**src/rtl/jtframe_sdram64_pkg.sv**
```systemverilog
// Shared definitions for the sdram64 blocks.
//   CMD_*    : SDRAM command encodings {/CS,/RAS,/CAS,/WE}
//   arb_st_t : arbiter FSM states
//   WD_LAST  : last RFSH cycle index tolerated before rfshing must have risen
package jtframe_sdram64_pkg;

    localparam logic [3:0] CMD_NOP       = 4'b0111;
    localparam logic [3:0] CMD_PRECHARGE = 4'b0010;
    localparam logic [3:0] CMD_REFRESH   = 4'b0001;
    localparam logic [3:0] CMD_ACTIVE    = 4'b0011;
    localparam logic [3:0] CMD_READ      = 4'b0101;
    localparam logic [3:0] CMD_WRITE     = 4'b0100;

    // rfshing must rise within 4 cycles of rfsh_bg (cycle indices 0..3)
    localparam logic [1:0] WD_LAST = 2'd3;

    typedef enum logic [1:0] {
        ST_IDLE = 2'd0,
        ST_BANK = 2'd1,
        ST_RFSH = 2'd2,
        ST_WAIT = 2'd3
    } arb_st_t;

endpackage

```
**src/rtl/jtframe_sdram64_rr4.sv**
```systemverilog
// Combinational 4-way round-robin picker.
//   req   : request vector
//   ptr   : highest-priority index; scan goes ptr, ptr+1, ... mod 4
//   valid : at least one request present
//   idx   : selected requester
module jtframe_sdram64_rr4 (
    input  logic [3:0] req,
    input  logic [1:0] ptr,
    output logic       valid,
    output logic [1:0] idx
);

    // Scan farthest offset first so the nearest one to ptr wins.
    always_comb begin
        valid = 1'b0;
        idx   = ptr;
        for (int k = 3; k >= 0; k--) begin
            if (req[ptr + 2'(k)]) begin
                valid = 1'b1;
                idx   = ptr + 2'(k);
            end
        end
    end

endmodule

```
**src/rtl/jtframe_sdram64_arb.sv**
```systemverilog
// SDRAM command bus arbiter for four bank engines plus the refresh engine.
// Refresh has priority (after the banks drain), banks are served round-robin.
// The owner's command/address is registered onto the pins one cycle after
// its grant pulse.
//   rst, clk              : async active-high reset, SDRAM clock
//   rfsh_br/rfsh_bg       : refresh request / one-cycle grant pulse
//   rfshing               : refresh engine owns the bus while high
//   rfsh_cmd/rfsh_a       : refresh command and address
//   bank_br/bank_bg       : per-bank request / one-hot grant pulse
//   bank_idle             : bank has no burst in flight
//   bank_cmd/bank_a       : packed per-bank command (4b) and address (13b)
//   sdram_cmd/_a/_ba      : registered pin outputs
module jtframe_sdram64_arb
    import jtframe_sdram64_pkg::*;
#(
    parameter int BA_N      = 4,
    parameter int RFSH_WAIT = 1
) (
    input  logic                 rst,
    input  logic                 clk,
    input  logic                 rfsh_br,
    output logic                 rfsh_bg,
    input  logic                 rfshing,
    input  logic [3:0]           rfsh_cmd,
    input  logic [12:0]          rfsh_a,
    input  logic [BA_N-1:0]      bank_br,
    output logic [BA_N-1:0]      bank_bg,
    input  logic [BA_N-1:0]      bank_idle,
    input  logic [4*BA_N-1:0]    bank_cmd,
    input  logic [13*BA_N-1:0]   bank_a,
    output logic [3:0]           sdram_cmd,
    output logic [12:0]          sdram_a,
    output logic [1:0]           sdram_ba
);

    arb_st_t         st, st_nx;
    logic [1:0]      ptr, ptr_nx;
    logic [1:0]      gsel, gsel_nx;     // bank granted, used in BANK
    logic [7:0]      cnt, cnt_nx;       // post-refresh hold-off
    logic [1:0]      wd, wd_nx;         // cycles in RFSH without rfshing
    logic            seen, seen_nx;     // rfshing has been high since grant
    logic [BA_N-1:0] bank_bg_nx;
    logic            rfsh_bg_nx;
    logic            rr_vld;
    logic [1:0]      rr_idx;
    logic [3:0]      sel_cmd;
    logic [12:0]     sel_a;

    jtframe_sdram64_rr4 u_rr (
        .req   (bank_br),
        .ptr   (ptr),
        .valid (rr_vld),
        .idx   (rr_idx)
    );

    always_comb begin
        sel_cmd = CMD_NOP;
        sel_a   = '0;
        for (int k = 0; k < BA_N; k++) begin
            if (gsel == 2'(k)) begin
                sel_cmd = bank_cmd[4*k +: 4];
                sel_a   = bank_a[13*k +: 13];
            end
        end
    end

    always_ff @(posedge clk or posedge rst) begin
        if (rst) st <= ST_IDLE;
        else     st <= st_nx;
    end

    always_comb begin
        st_nx      = st;
        ptr_nx     = ptr;
        gsel_nx    = gsel;
        cnt_nx     = cnt;
        wd_nx      = wd;
        seen_nx    = seen;
        bank_bg_nx = '0;
        rfsh_bg_nx = 1'b0;
        case (st)
            ST_IDLE: begin
                if (rfsh_br) begin
                    // Pending refresh blocks new bank grants so banks drain.
                    if (&bank_idle) begin
                        rfsh_bg_nx = 1'b1;
                        seen_nx    = 1'b0;
                        wd_nx      = '0;
                        st_nx      = ST_RFSH;
                    end
                end else if (rr_vld) begin
                    bank_bg_nx = BA_N'(1) << rr_idx;
                    gsel_nx    = rr_idx;
                    st_nx      = ST_BANK;
                end
            end
            ST_BANK: begin
                ptr_nx = gsel + 2'd1;
                st_nx  = ST_IDLE;
            end
            ST_RFSH: begin
                if (rfshing) begin
                    seen_nx = 1'b1;
                end else if (seen) begin
                    if (RFSH_WAIT == 0) begin
                        st_nx = ST_IDLE;
                    end else begin
                        cnt_nx = 8'(RFSH_WAIT);
                        st_nx  = ST_WAIT;
                    end
                end else if (wd == WD_LAST) begin
                    // Refresh engine never took the bus.
                    st_nx = ST_IDLE;
                end else begin
                    wd_nx = wd + 2'd1;
                end
            end
            ST_WAIT: begin
                // WAIT lasts RFSH_WAIT cycles.
                if (cnt <= 8'd1) st_nx = ST_IDLE;
                if (cnt != 8'd0) cnt_nx = cnt - 8'd1;
            end
            default: st_nx = ST_IDLE;
        endcase
    end

    always_ff @(posedge clk or posedge rst) begin
        if (rst) begin
            ptr       <= '0;
            gsel      <= '0;
            cnt       <= '0;
            wd        <= '0;
            seen      <= 1'b0;
            bank_bg   <= '0;
            rfsh_bg   <= 1'b0;
            sdram_cmd <= CMD_NOP;
            sdram_a   <= '0;
            sdram_ba  <= '0;
        end else begin
            ptr     <= ptr_nx;
            gsel    <= gsel_nx;
            cnt     <= cnt_nx;
            wd      <= wd_nx;
            seen    <= seen_nx;
            bank_bg <= bank_bg_nx;
            rfsh_bg <= rfsh_bg_nx;
            case (st)
                ST_BANK: begin
                    sdram_cmd <= sel_cmd;
                    sdram_a   <= sel_a;
                    sdram_ba  <= gsel;
                end
                ST_RFSH: begin
                    sdram_cmd <= rfsh_cmd;
                    sdram_a   <= rfsh_a;
                    sdram_ba  <= '0;
                end
                default: sdram_cmd <= CMD_NOP;  // a/ba hold
            endcase
        end
    end

endmodule

```
**config.mk**
```make
export PLATFORM = sky130hd
export DESIGN_NAME = jtframe_sdram64_arb
export DESIGN_NICKNAME = d
export VERILOG_FILES = /design/src/rtl/jtframe_sdram64_pkg.sv /design/src/rtl/jtframe_sdram64_rr4.sv /design/src/rtl/jtframe_sdram64_arb.sv
export SDC_FILE = /design/constraint.sdc
export NUM_CORES = 1
export LEC_CHECK = 0
export BUFFER_PORTS_ARGS = -buffer_cell sky130_fd_sc_hd__clkbuf_2
export CORE_UTILIZATION = 43
export DETAILED_ROUTE_END_ITERATION = 12
export PLACE_DENSITY = 0.79
export SYNTH_ARGS = -nofsm -noshare
export SYNTH_HDL_FRONTEND = slang
export SYNTH_SLANG_ARGS = --single-unit
```
**constraint.sdc**
```tcl
create_clock -name clk -period 1.76 [get_ports clk]
set_input_delay 0.264 -clock clk [delete_from_list [all_inputs] [get_ports clk]]
set_output_delay 0.264 -clock clk [all_outputs]
set_load 0.01 [all_outputs]
```
# Word-level counts from Yosys, hierarchy flattened
# Cells that the tools add are included.
[classes] add_sub_neg=6 n_lt_le_gt_ge=5 n_eq_ne=19 n_shift=1 muxes=55 bitwise=1 reduce_logical=12
[op_table] op="two-way mux 13 bit" count=4
[op_table] op="two-way mux 2 bit" count=16
[op_table] op="two-way mux 4 bit" count=7
[op_table] op="case mux 13 bit (2 select lines)" count=1
[op_table] op="two-way mux 8 bit" count=3
[op_table] op="!= test 2 bit (second input constant)" count=9
[op_table] op="case mux 8 bit (2 select lines)" count=1
[op_table] op="two-way mux 1 bit" count=14
[op_table] op="< comparator 2 x 3 -> 1 bit (second input constant)" count=4
[op_table] op="AND reduction 4 bit" count=3
[op_table] op="equality test 2 bit (second input constant)" count=5
[op_table] op="!= test 3 bit (second input constant)" count=3
[op_table] op="binary-select mux 1 bit (select 2 bit)" count=4
[op_table] op="<= comparator 8 x 1 -> 1 bit (second input constant)" count=1
[op_table] op="case mux 2 bit (2 select lines)" count=2
[op_table] op="case mux 2 bit (4 select lines)" count=1
[op_table] op="case mux 4 bit (2 select lines)" count=1
[op_table] op="nonzero test 8 bit" count=1
[op_table] op="subtractor 8 x 1 -> 8 bit (second input constant)" count=1
[op_table] op="adder 2 x 1 -> 2 bit (second input constant)" count=3
[op_table] op="AND reduction 6 bit" count=1
[op_table] op="nonzero test 2 bit" count=3
[op_table] op="AND reduction 5 bit" count=1
[op_table] op="adder 2 bit (second input constant)" count=2
[op_table] op="other kinds (6)" count=8
[totals] reg_bits=41 inputBits=97 output_inout_bits=24 elab_cells=110

# Longest topological paths before layout
# Gate-level depths: netlist of run 1.
[logic_depth] depth_word=11 mapped_depth=8 mapped_depth_nobuf=7

# Cells and area by module
# Synthesis of run 1 repeated with hierarchy kept, for this count alone.
[unflattened] hier_cells=307 area_unflattened_um2=2670.1
[modules_own_cells] module="jtframe_sdram64_arb" n_inst=1 cells_each=291 area_per_inst_um2=2570.0 seq_area_each_um2=1029.7
[modules_own_cells] module="jtframe_sdram64_rr4" n_inst=1 cells_each=16 area_per_inst_um2=100.1 seq_area_each_um2=0.0

# Least setup slack after synthesis of run 1
# Ideal clock, no wire load.
[synth_path] path_type="register to register" from="register cnt[4]" to="register st[1]" setup_ps=161 t_arrival_ps=1668 required_ps=1599 path_slack_ps=-69 path_stages_with_launch=7 n_path_buf=1 period_less_slack_ps=1829 path_cell_list="dfrtp_1 > or4_1 > buf_2 > nor4_4 > o221a_2 > o211a_1 > a211oi_2"
[synth_between] elab_chain_len=3
[synth_lines] item="start: declaration" line="jtframe_sdram64_arb.sv:39" text="logic [7:0] cnt, cnt_nx;"
[synth_lines] item="start signal: assignment" line="jtframe_sdram64_arb.sv:142" text="cnt <= cnt_nx;"
[synth_lines] item="<= comparator 8 x 1 -> 1 bit" line="jtframe_sdram64_arb.sv:120" text="if (cnt <= 8'd1) st_nx = ST_IDLE;"
[synth_lines] item="!= test 2 bit (no line)"
[synth_lines] item="AND reduction 5 bit (no line)"
[synth_lines] item="end signal: assignment" line="jtframe_sdram64_arb.sv:69" text="else st <= st_nx;"
[synth_lines] item="end: declaration" line="jtframe_sdram64_arb.sv:36" text="arb_st_t st, st_nx;"
# Every way passes these cells.
# A chain may end at the register's enable or synchronous reset.

# Worst setup path in the final report of run 1
[layout_path] from="register cnt[4]" to="register cnt[5]"
[layout_between] elab_chain_len=3 word_cells_on_any_way=6 cone_classes="add/sub (1); eq/ne (1); mux (2); reduce/logical (2)"
[layout_lines] item="subtractor 8 x 1 -> 8 bit / nonzero test 8 bit (equally long branches)" line="jtframe_sdram64_arb.sv:121" text="if (cnt != 8'd0) cnt_nx = cnt - 8'd1;"
[layout_lines] item="two-way mux 8 bit / != test 2 bit (equally long branches)"
[layout_lines] item="case mux 8 bit (2 select lines) / AND reduction 4 bit (equally long branches)"
# Parallel ways exist; a longest one is shown, timed or not. The select of a mux whose other input is x is not followed.

==> impl_table.tex, run 1 <==
\begin{tabular}{lr}
\hline
Metric & Value \\
\hline
\multicolumn{2}{l}{\textbf{Status}} \\
Run status & finished with violations \\
Violated checks & negative setup slack \\
\multicolumn{2}{l}{\textbf{Setup path}} \\
CP Capture Type & flop \\
Cell-by-cell listing of the critical path & or4\_4, nor3\_4, nor4\_4, xnor2\_1, nor2\_1 \\
Master of the slowest instance on the critical path & sky130\_fd\_sc\_hd\_\_or4\_4 \\
Max FO, Critical Path & 5 \\
Largest incremental delay on the critical path & 0.63 ns \\
Crit path kind & reg -> reg \\
Family with the most delay on the worst path & simple AND/OR/NAND/NOR gates \\
Data arrival time at the worst-slack endpoint & between 1.5 and 2 ns \\
Required @ worst endpoint & $\sim$1.9 ns \\
Critical path buffers and inverters & 0 \\
Critical Path Start Type & flop \\
\multicolumn{2}{l}{\textbf{Synthesis}} \\
Asr flop ratio synth & 100\% \\
Total of flip-flops plus latches after synthesis & 41 \\
Number of different library cells in the post-synthesis netlist & slightly above 50 \\
Average cell area after synthesis & 8.29 um\^{}2 \\
Most area-hungry cell type in the Yosys netlist & sky130\_fd\_sc\_hd\_\_dfrtp\_1 \\
Count of flip-flops with a built-in enable after synthesis & 0 \\
Yosys synthesis warning count & 0 \\
Dominant register cell in the synthesized netlist & sky130\_fd\_sc\_hd\_\_dfrtp\_1 \\
Cell count after synthesis & 315 \\
Yosys top cell area share & 36.4\% \\
Synth Net Count & 423 \\
Top area cells in the synthesized netlist & sky130\_fd\_sc\_hd\_\_dfrtp\_1 36\%, sky130\_fd\_sc\_hd\_\_nand2\_1 5.7\%, sky130\_fd\_sc\_hd\_\_ha\_1 5.3\% \\
Sequential element share of the synthesized area & 39.4\% \\
Top post-synthesis cells by count & 40 x sky130\_fd\_sc\_hd\_\_nand2\_1, 38 x sky130\_fd\_sc\_hd\_\_dfrtp\_1, 23 x sky130\_fd\_sc\_hd\_\_o21ai\_0 \\
Most repeated cell in the gate-level netlist after synthesis & sky130\_fd\_sc\_hd\_\_nand2\_1 \\
Netlist Area Pre-Place & approximately 2600 um\^{}2 \\
\multicolumn{2}{l}{\textbf{STA}} \\
Worst slack on hold paths & 0.0606 ns \\
RSZ-0062 raised after global routing & yes \\
Post-route minimum period & 1.81 ns \\
Number of endpoints with negative hold slack in the final report & 0 \\
Relative slew slack & 64.9\% \\
Final worst-path cycle share & 103\% \\
Measured slew at the worst slew-check pin & 0.526 ns \\
Number of max-slew violations in the final report & 0 \\
Final setup violation count & 6 \\
Clock skew after layout & 0.0100 ns \\
Fin Setup TNS & -0.200 ns \\
Peak clock frequency supported by timing & 551 MHz \\
Min setup slack post-route & -0.0539 ns \\
\multicolumn{2}{l}{\textbf{Clock tree}} \\
Maximum buffer depth of the clock tree & 2 \\
Clock tree from TritonCTS & done \\
CTS Sinks & 41 \\
Post-CTS Hold Fix Bufs & 0 \\
Root cell of the clock tree & sky130\_fd\_sc\_hd\_\_clkbuf\_8 \\
Count of H-tree levels built during CTS & 2 \\
Clock Latency Late Sink & around 0.3 ns \\
Clock slew at the register clock pins of the worst setup and hold paths & 0.09 ns \\
Number of buffers inserted during clock tree synthesis & 5 \\
\multicolumn{2}{l}{\textbf{Floorplanning}} \\
I/O pin total & 121 \\
Area enclosed by the die boundary & around 6400 um\^{}2 \\
Area of the core & 5890 um\^{}2 \\
Initial core utilization & 44.4\% \\
Chip height & 79.9 um \\
Die outline width & 79.9 um \\
Total number of placement rows & 28 \\
\multicolumn{2}{l}{\textbf{Worst hold path}} \\
Worst hold-check path type & in -> async \\
\multicolumn{2}{l}{\textbf{Route}} \\
DRC violations left & 0 \\
Wirelength, routed & approximately 8.3 mm \\
Via total after detailed routing & 2,983 \\
Avg Vias per Cell & 5.43 \\
Detailed Route Iter0 Violations & 162 \\
Wirelength per Cell & 15.1 um \\
Initial DRT Pass Iterations & 5 \\
ANT nets after route & 0 \\
\multicolumn{2}{l}{\textbf{Place}} \\
Placement-stage cell area & around 3500 um\^{}2 \\
RD Place Congestion & roughly 0.86 \\
Post-DP HPWL & 6.18 mm \\
Number of input and output port buffers inserted & 120 \\
\multicolumn{2}{l}{\textbf{Power and ir drop}} \\
Peak supply drop & 0.000859 V \\
Leak Pwr & roughly 1.8 nW \\
Total Power Consumption & 7.13 mW \\
PwrDens & around 1800 nW/um\^{}2 \\
\multicolumn{2}{l}{\textbf{Global routing}} \\
Total routing resource utilization after global routing & about a quarter \\
Maximum number of pins on one net before global-route repair & 42 \\
Global route total overflow & 0 \\
Via count of the first global-routing pass & 2,694 \\
Wire length of the first global-routing pass & 12.4 mm \\
Antenna violations before repair & 0 \\
\multicolumn{2}{l}{\textbf{Finish}} \\
Area Overhead vs Synth & 48.2\% \\
Count of antenna diodes in the layout & 0 \\
FF+latch area & 1030 um\^{}2 \\
Post-route cell area & 3870 um\^{}2 \\
End-of-flow core utilization & 65.8\% \\
Layout Nets & 581 \\
Area used by multi-input combinational logic & 1580 um\^{}2 \\
Ratio of cells with drive above 1 in the final layout & $\sim$44\% \\
Fill count & about 500 \\
\multicolumn{2}{l}{\textbf{Flow run}} \\
Reported max-cap violation count & 0 \\
\hline
\end{tabular}
## layout by cell type, fill, tap and decap left out, types with 5 or more instances in the layout
cell type                    n
sky130_fd_sc_hd__clkbuf_8    5
sky130_fd_sc_hd__nand3_1     9
sky130_fd_sc_hd__o22ai_1    21
sky130_fd_sc_hd__a31oi_1    12
sky130_fd_sc_hd__o21ai_0    20
sky130_fd_sc_hd__nor2_1     19
sky130_fd_sc_hd__o211ai_1   18
sky130_fd_sc_hd__buf_4      46
sky130_fd_sc_hd__inv_1      16
sky130_fd_sc_hd__nand2_1    39
sky130_fd_sc_hd__dfrtp_1    35
sky130_fd_sc_hd__clkbuf_2  120
sky130_fd_sc_hd__nor2b_1     5
sky130_fd_sc_hd__a21oi_1    20
## power breakdown
part           total [mW]  leakage (nW)  switching, mW  internal, mW
combinational        4.66          1.28           2.54          2.12
clock               0.756        0.0552          0.335         0.421
sequential           1.72         0.494          0.300          1.42
## kinds of logic after synthesis
family / Yosys count / synth area share [%]
adders and majority gates: 11 / 5.27
AOI/OAI and AO/OA: 114 / 27.7
muxes: 2 / 0.814
xor gates and xnor gates: 4 / 1.34
and+or+nand+nor: 103 / 19.6
DFF: 41 / 39.4
buffers and inverters: 40 / 5.79
## through the flow
stage / setup WS [ns] / instances
2_1_floorplan: -0.0101 / 315
3_3_place_gp: -0.0535 / 528
3_5_place_dp: -0.150 / 528
4_1_cts: 0.00107 / 543
5_1_grt: -0.136 / 549
6_report: -0.0539 / 549
## registers in the layout (all words and copies together) (netlist names)
name,count
bank_bg,4
st,2
ptr,2
rfsh_bg,1
wd,2
gsel,2
cnt,8
seen,1
sdram_cmd,4
sdram_a,13
sdram_ba,2
## worst paths after layout
| check | slack, ns | end | startpoint | depth (start not counted) |
|---|---|---|---|---|
| worst min-delay path | 0.06 | sdram_a[1]$_DFFE_PP0N_ | rst | 3 |
| worst min register to register | 0.56 | wd[1]$_DFFE_PP0P_ | wd[1]$_DFFE_PP0P_ | 2 |
| min in group clk | 0.18 | sdram_cmd[2]$_DFF_PP1_ | rfsh_cmd[2] | 3 |
| worst max-delay path | -0.05 | cnt[5]$_DFFE_PP0P_ | cnt[4]$_DFFE_PP0P_ | 5 |
| worst max register to register | -0.05 | cnt[5]$_DFFE_PP0P_ | cnt[4]$_DFFE_PP0P_ | 5 |
| max in group asynchronous | 1.30 | gsel[1]$_DFFE_PP0P_ | rst | 3 |
## per-layer routing
metal  wire length [um]  GRT usage [%]  vias up  share of wire [%]
met4                152           8.39        0                1.8
met2               4320           43.3      122                 52
met3                437           4.11       18                5.3
met5                  0              0        -                  0
li1                   -              -     1467                  -
met1               3360           31.8     1376                 41
## tightest hold or removal path: stages
cell and delay, ns:
sky130_fd_sc_hd__clkbuf_2 0.08, sky130_fd_sc_hd__inv_1 0.04, sky130_fd_sc_hd__buf_4 0.44
## layout make-up
cell class | instances | share of cell area [%]
clock inverters | 2 | 0.905
multi-input cells | 234 | 40.7
repair buffers | 168 | 25.0
repair inverters | 1 | 0.129
well taps | 75 | 2.42
clock buffers | 6 | 1.87
inverters | 22 | 2.23
flip-flops and latches | 41 | 26.7
## timing repair
item | in CTS | in global routing
pin swaps | 1 | 8
setup endpoints to repair | 10 | 28
resized for setup | 14 | 27
cloned | 0 | 1
buffers inserted | 7 | 5
Power figures use the tool's default switching activity.
==> run 2: changes to the inputs <==
--- a/config.mk
+++ b/config.mk
@@ -6,9 +6,10 @@
 export NUM_CORES = 1
 export LEC_CHECK = 0
 export BUFFER_PORTS_ARGS = -buffer_cell sky130_fd_sc_hd__clkbuf_2
-export CORE_UTILIZATION = 43
+export CORE_UTILIZATION = 47
 export DETAILED_ROUTE_END_ITERATION = 12
-export PLACE_DENSITY = 0.79
+export PLACE_DENSITY = 0.81
 export SYNTH_ARGS = -nofsm -noshare
 export SYNTH_HDL_FRONTEND = slang
 export SYNTH_SLANG_ARGS = --single-unit
+export TNS_END_PERCENT = 20
==> constraint.sdc (replaced) <==
create_clock -name clk -period 2 [get_ports clk]
set_input_delay 0.3 -clock clk [delete_from_list [all_inputs] [get_ports clk]]
set_output_delay 0.3 -clock clk [all_outputs]
set_load 0.01 [all_outputs]
==> run 2 against run 1 <==
  * Via count down 5.0%
  * Critical path type unchanged
  * Die area is 8.3% lower
  * Sequential power is 11% lower
  * Clock skew decreased by 0.0046 ns
  * The run now ends clean
==> impl_table.tex, run 2 (synthesis gave the netlist of run 1 again) <==
\begin{tabular}{lr}
\hline
Metric & Value \\
\hline
\multicolumn{2}{l}{\textbf{Setup path}} \\
Critical Path Start Type & flop \\
CP Capture Type & flop \\
Master of the slowest instance on the critical path & sky130\_fd\_sc\_hd\_\_or4b\_1 \\
Worst Setup EP & cnt[6]\$\_DFFE\_PP0P\_ \\
Critical path buffers and inverters & 1 \\
Max FO, Critical Path & 4 \\
Worst reg-to-reg setup slack & 0.09 ns \\
CP startpoint & st[0]\$\_DFFE\_PP0P\_ \\
Cell-by-cell listing of the critical path & inv\_2, ha\_2, nand3b\_1, a21o\_1, or4b\_1, xor2\_1, nor2\_1 \\
Worst r2r src & st[0]\$\_DFFE\_PP0P\_ \\
Data arrival time at the worst-slack endpoint & 2.09 ns \\
R2R Path End & cnt[6]\$\_DFFE\_PP0P\_ \\
Crit path kind & reg -> reg \\
Critical Path Stages & 7 \\
Depth of the most critical reg-to-reg path & 7 \\
Required @ worst endpoint & 2.17 ns \\
Family with the most delay on the worst path & simple AND/OR/NAND/NOR gates \\
Largest incremental delay on the critical path & roughly 0.49 ns \\
\multicolumn{2}{l}{\textbf{Clock tree}} \\
Number of buffers inserted during clock tree synthesis & 5 \\
Clock Latency Late Sink & 0.30 ns \\
Clock slew at the register clock pins of the worst setup and hold paths & roughly 0.08 ns \\
Maximum buffer depth of the clock tree & 2 \\
CTS Sinks & 41 \\
Clock tree from TritonCTS & done \\
Root cell of the clock tree & sky130\_fd\_sc\_hd\_\_clkbuf\_8 \\
Count of H-tree levels built during CTS & 2 \\
\multicolumn{2}{l}{\textbf{Finish}} \\
Layout Nets & between 500 and 600 \\
Most frequent cells in the layout & 120 x sky130\_fd\_sc\_hd\_\_clkbuf\_2, 40 x sky130\_fd\_sc\_hd\_\_nand2\_1, 38 x sky130\_fd\_sc\_hd\_\_dfrtp\_1 \\
Largest registers & sdram\_a x13, cnt x8 \\
Fill count & between 400 and 500 \\
Area Overhead vs Synth & 34.0\% \\
Biggest register & sdram\_a \\
Ratio of cells with drive above 1 in the final layout & 36.1\% \\
Most common cell after layout, fill and taps aside & sky130\_fd\_sc\_hd\_\_clkbuf\_2 \\
Post-route cell area & 3500 um\^{}2 \\
Post-route insts no fill & 511 \\
Count of antenna diodes in the layout & 0 \\
Max reg flops & 13 \\
\multicolumn{2}{l}{\textbf{Route}} \\
Wirelength, routed & 7.24 mm \\
Detailed Route Iter0 Violations & 139 \\
Via total after detailed routing & $\sim$2,800 \\
Initial DRT Pass Iterations & 4 \\
DRC violations left & 0 \\
Wirelength per Cell & 14.2 um \\
Avg Vias per Cell & between 5 and 6 \\
ANT nets after route & 0 \\
\multicolumn{2}{l}{\textbf{Power and ir drop}} \\
Leak Pwr & around 1.7 nW \\
Seq pwr share & approximately 28\% \\
Clock group share of total power & 14.3\% \\
Internal cell power & between 3 and 4 mW \\
PwrDens & 1580 nW/um\^{}2 \\
Peak supply drop & 0.000795 V \\
Switching Power & 2.43 mW \\
Net Sw Frac & 43.9\% \\
Comb power frac & 58.0\% \\
\multicolumn{2}{l}{\textbf{STA}} \\
Measured slew at the worst slew-check pin & 0.636 ns \\
Relative slew slack & 57.6\% \\
Post-route minimum period & 1.91 ns \\
Final worst-path cycle share & 95.6\% \\
Clock skew after layout & 0.00550 ns \\
Worst slack on hold paths & 0.0935 ns \\
Peak clock frequency supported by timing & 523 MHz \\
Number of max-slew violations in the final report & 0 \\
Final setup violation count & 0 \\
Number of endpoints with negative hold slack in the final report & 0 \\
\multicolumn{2}{l}{\textbf{Floorplanning}} \\
Area of the core & 5240 um\^{}2 \\
Initial core utilization & 49.9\% \\
Chip height & between 70 and 80 um \\
Area enclosed by the die boundary & roughly 6000 um\^{}2 \\
Total number of placement rows & 26 \\
I/O pin total & $\sim$120 \\
Die outline width & 76.6 um \\
\multicolumn{2}{l}{\textbf{Place}} \\
Placement-stage cell area & 3330 um\^{}2 \\
RD Place Congestion & 0.945 \\
Number of placed instances with taps included & 500 \\
Number of input and output port buffers inserted & 120 \\
Post-DP HPWL & between 5 and 6 mm \\
\multicolumn{2}{l}{\textbf{Global routing}} \\
Maximum number of pins on one net before global-route repair & 42 \\
Global route total overflow & 0 \\
Total routing resource utilization after global routing & 25.6\% \\
Wire length of the first global-routing pass & around 12 mm \\
Via count of the first global-routing pass & 2,724 \\
Antenna violations before repair & 0 \\
\multicolumn{2}{l}{\textbf{Flow run}} \\
Reported max-cap violation count & 0 \\
\multicolumn{2}{l}{\textbf{Worst hold path}} \\
Worst hold-check path type & in -> async \\
\multicolumn{2}{l}{\textbf{Status}} \\
Run status & complete, no violations \\
\hline
\end{tabular}
==> run 2: how the worst min path moves through the flow <==
stage,to,slack (ns),depth (start not counted),from
after floorplan,sdram_cmd[0]$_DFF_PP1_,0.42,2,rfsh_cmd[0]
after global placement,sdram_a[1]$_DFFE_PP0N_,0.44,3,rst
after detailed placement,cnt[5]$_DFFE_PP0P_,0.43,3,rst
after CTS,sdram_a[1]$_DFFE_PP0N_,0.11,3,rst
after global routing,sdram_a[3]$_DFFE_PP0N_,0.16,3,rst
final,cnt[5]$_DFFE_PP0P_,0.09,3,rst
==> run 2: power groups by stage <==
stage | Combinational [mW] | Clock, mW | Sequential, mW
after floorplan | 2.13 | 0 | 1.58
after global placement | 3.08 | 0 | 1.52
after detailed placement | 3.15 | 0 | 1.54
after CTS | 3.17 | 0.809 | 1.52
after global routing | 3.60 | 0.836 | 1.58
final | 3.22 | 0.794 | 1.53
==> run 2: worst register-to-register path: stages (launching register included) <==
cell,delay (ns)
sky130_fd_sc_hd__dfrtp_1,0.42
sky130_fd_sc_hd__inv_2,0.08
sky130_fd_sc_hd__ha_2,0.20
sky130_fd_sc_hd__nand3b_1,0.15
sky130_fd_sc_hd__a21o_1,0.26
sky130_fd_sc_hd__or4b_1,0.49
sky130_fd_sc_hd__xor2_1,0.14
sky130_fd_sc_hd__nor2_1,0.05
==> run 2: layout make-up <==
class	count	area (um^2)	share of cell area (%)
repair buffers	136	721	20.6
flip-flops and latches	41	1030	29.4
clock inverters	3	65.1	1.86
inverters	22	82.6	2.36
multi-input cells	234	1450	41.3
clock buffers	5	68.8	1.97
well taps	70	87.6	2.50
==> run 2: repair_timing <==
item	4_1_cts	5_1_grt
hold buffers	0	0
setup endpoints to repair	0	7
setup buffers	0	3
gates resized for setup	0	6
==> run 2: stage by stage <==
stage | setup slack, ns | TNS [ns] | power, mW | utilization (%)
5_1_grt | -0.00583 | -0.00583 | 6.02 | 66.8
6_report | 0.0879 | 0 | 5.55 | 66.8
3_3_place_gp | 0.100 | 0 | 4.61 | 63.6
2_1_floorplan | 0.171 | 0 | 3.72 | -
3_5_place_dp | 0.0471 | 0 | 4.69 | 63.6
4_1_cts | 0.0354 | 0 | 5.50 | 66.1
==> run 2: per-layer routing <==
metal  vias to the layer above  routed length [um]  track usage, %
li1                       1398                   -               -
met1                      1309                3160            32.2
met2                       112                3510            44.4
met3                        14                 455            4.67
met4                         0                 112            7.88
met5                         -                   0               0
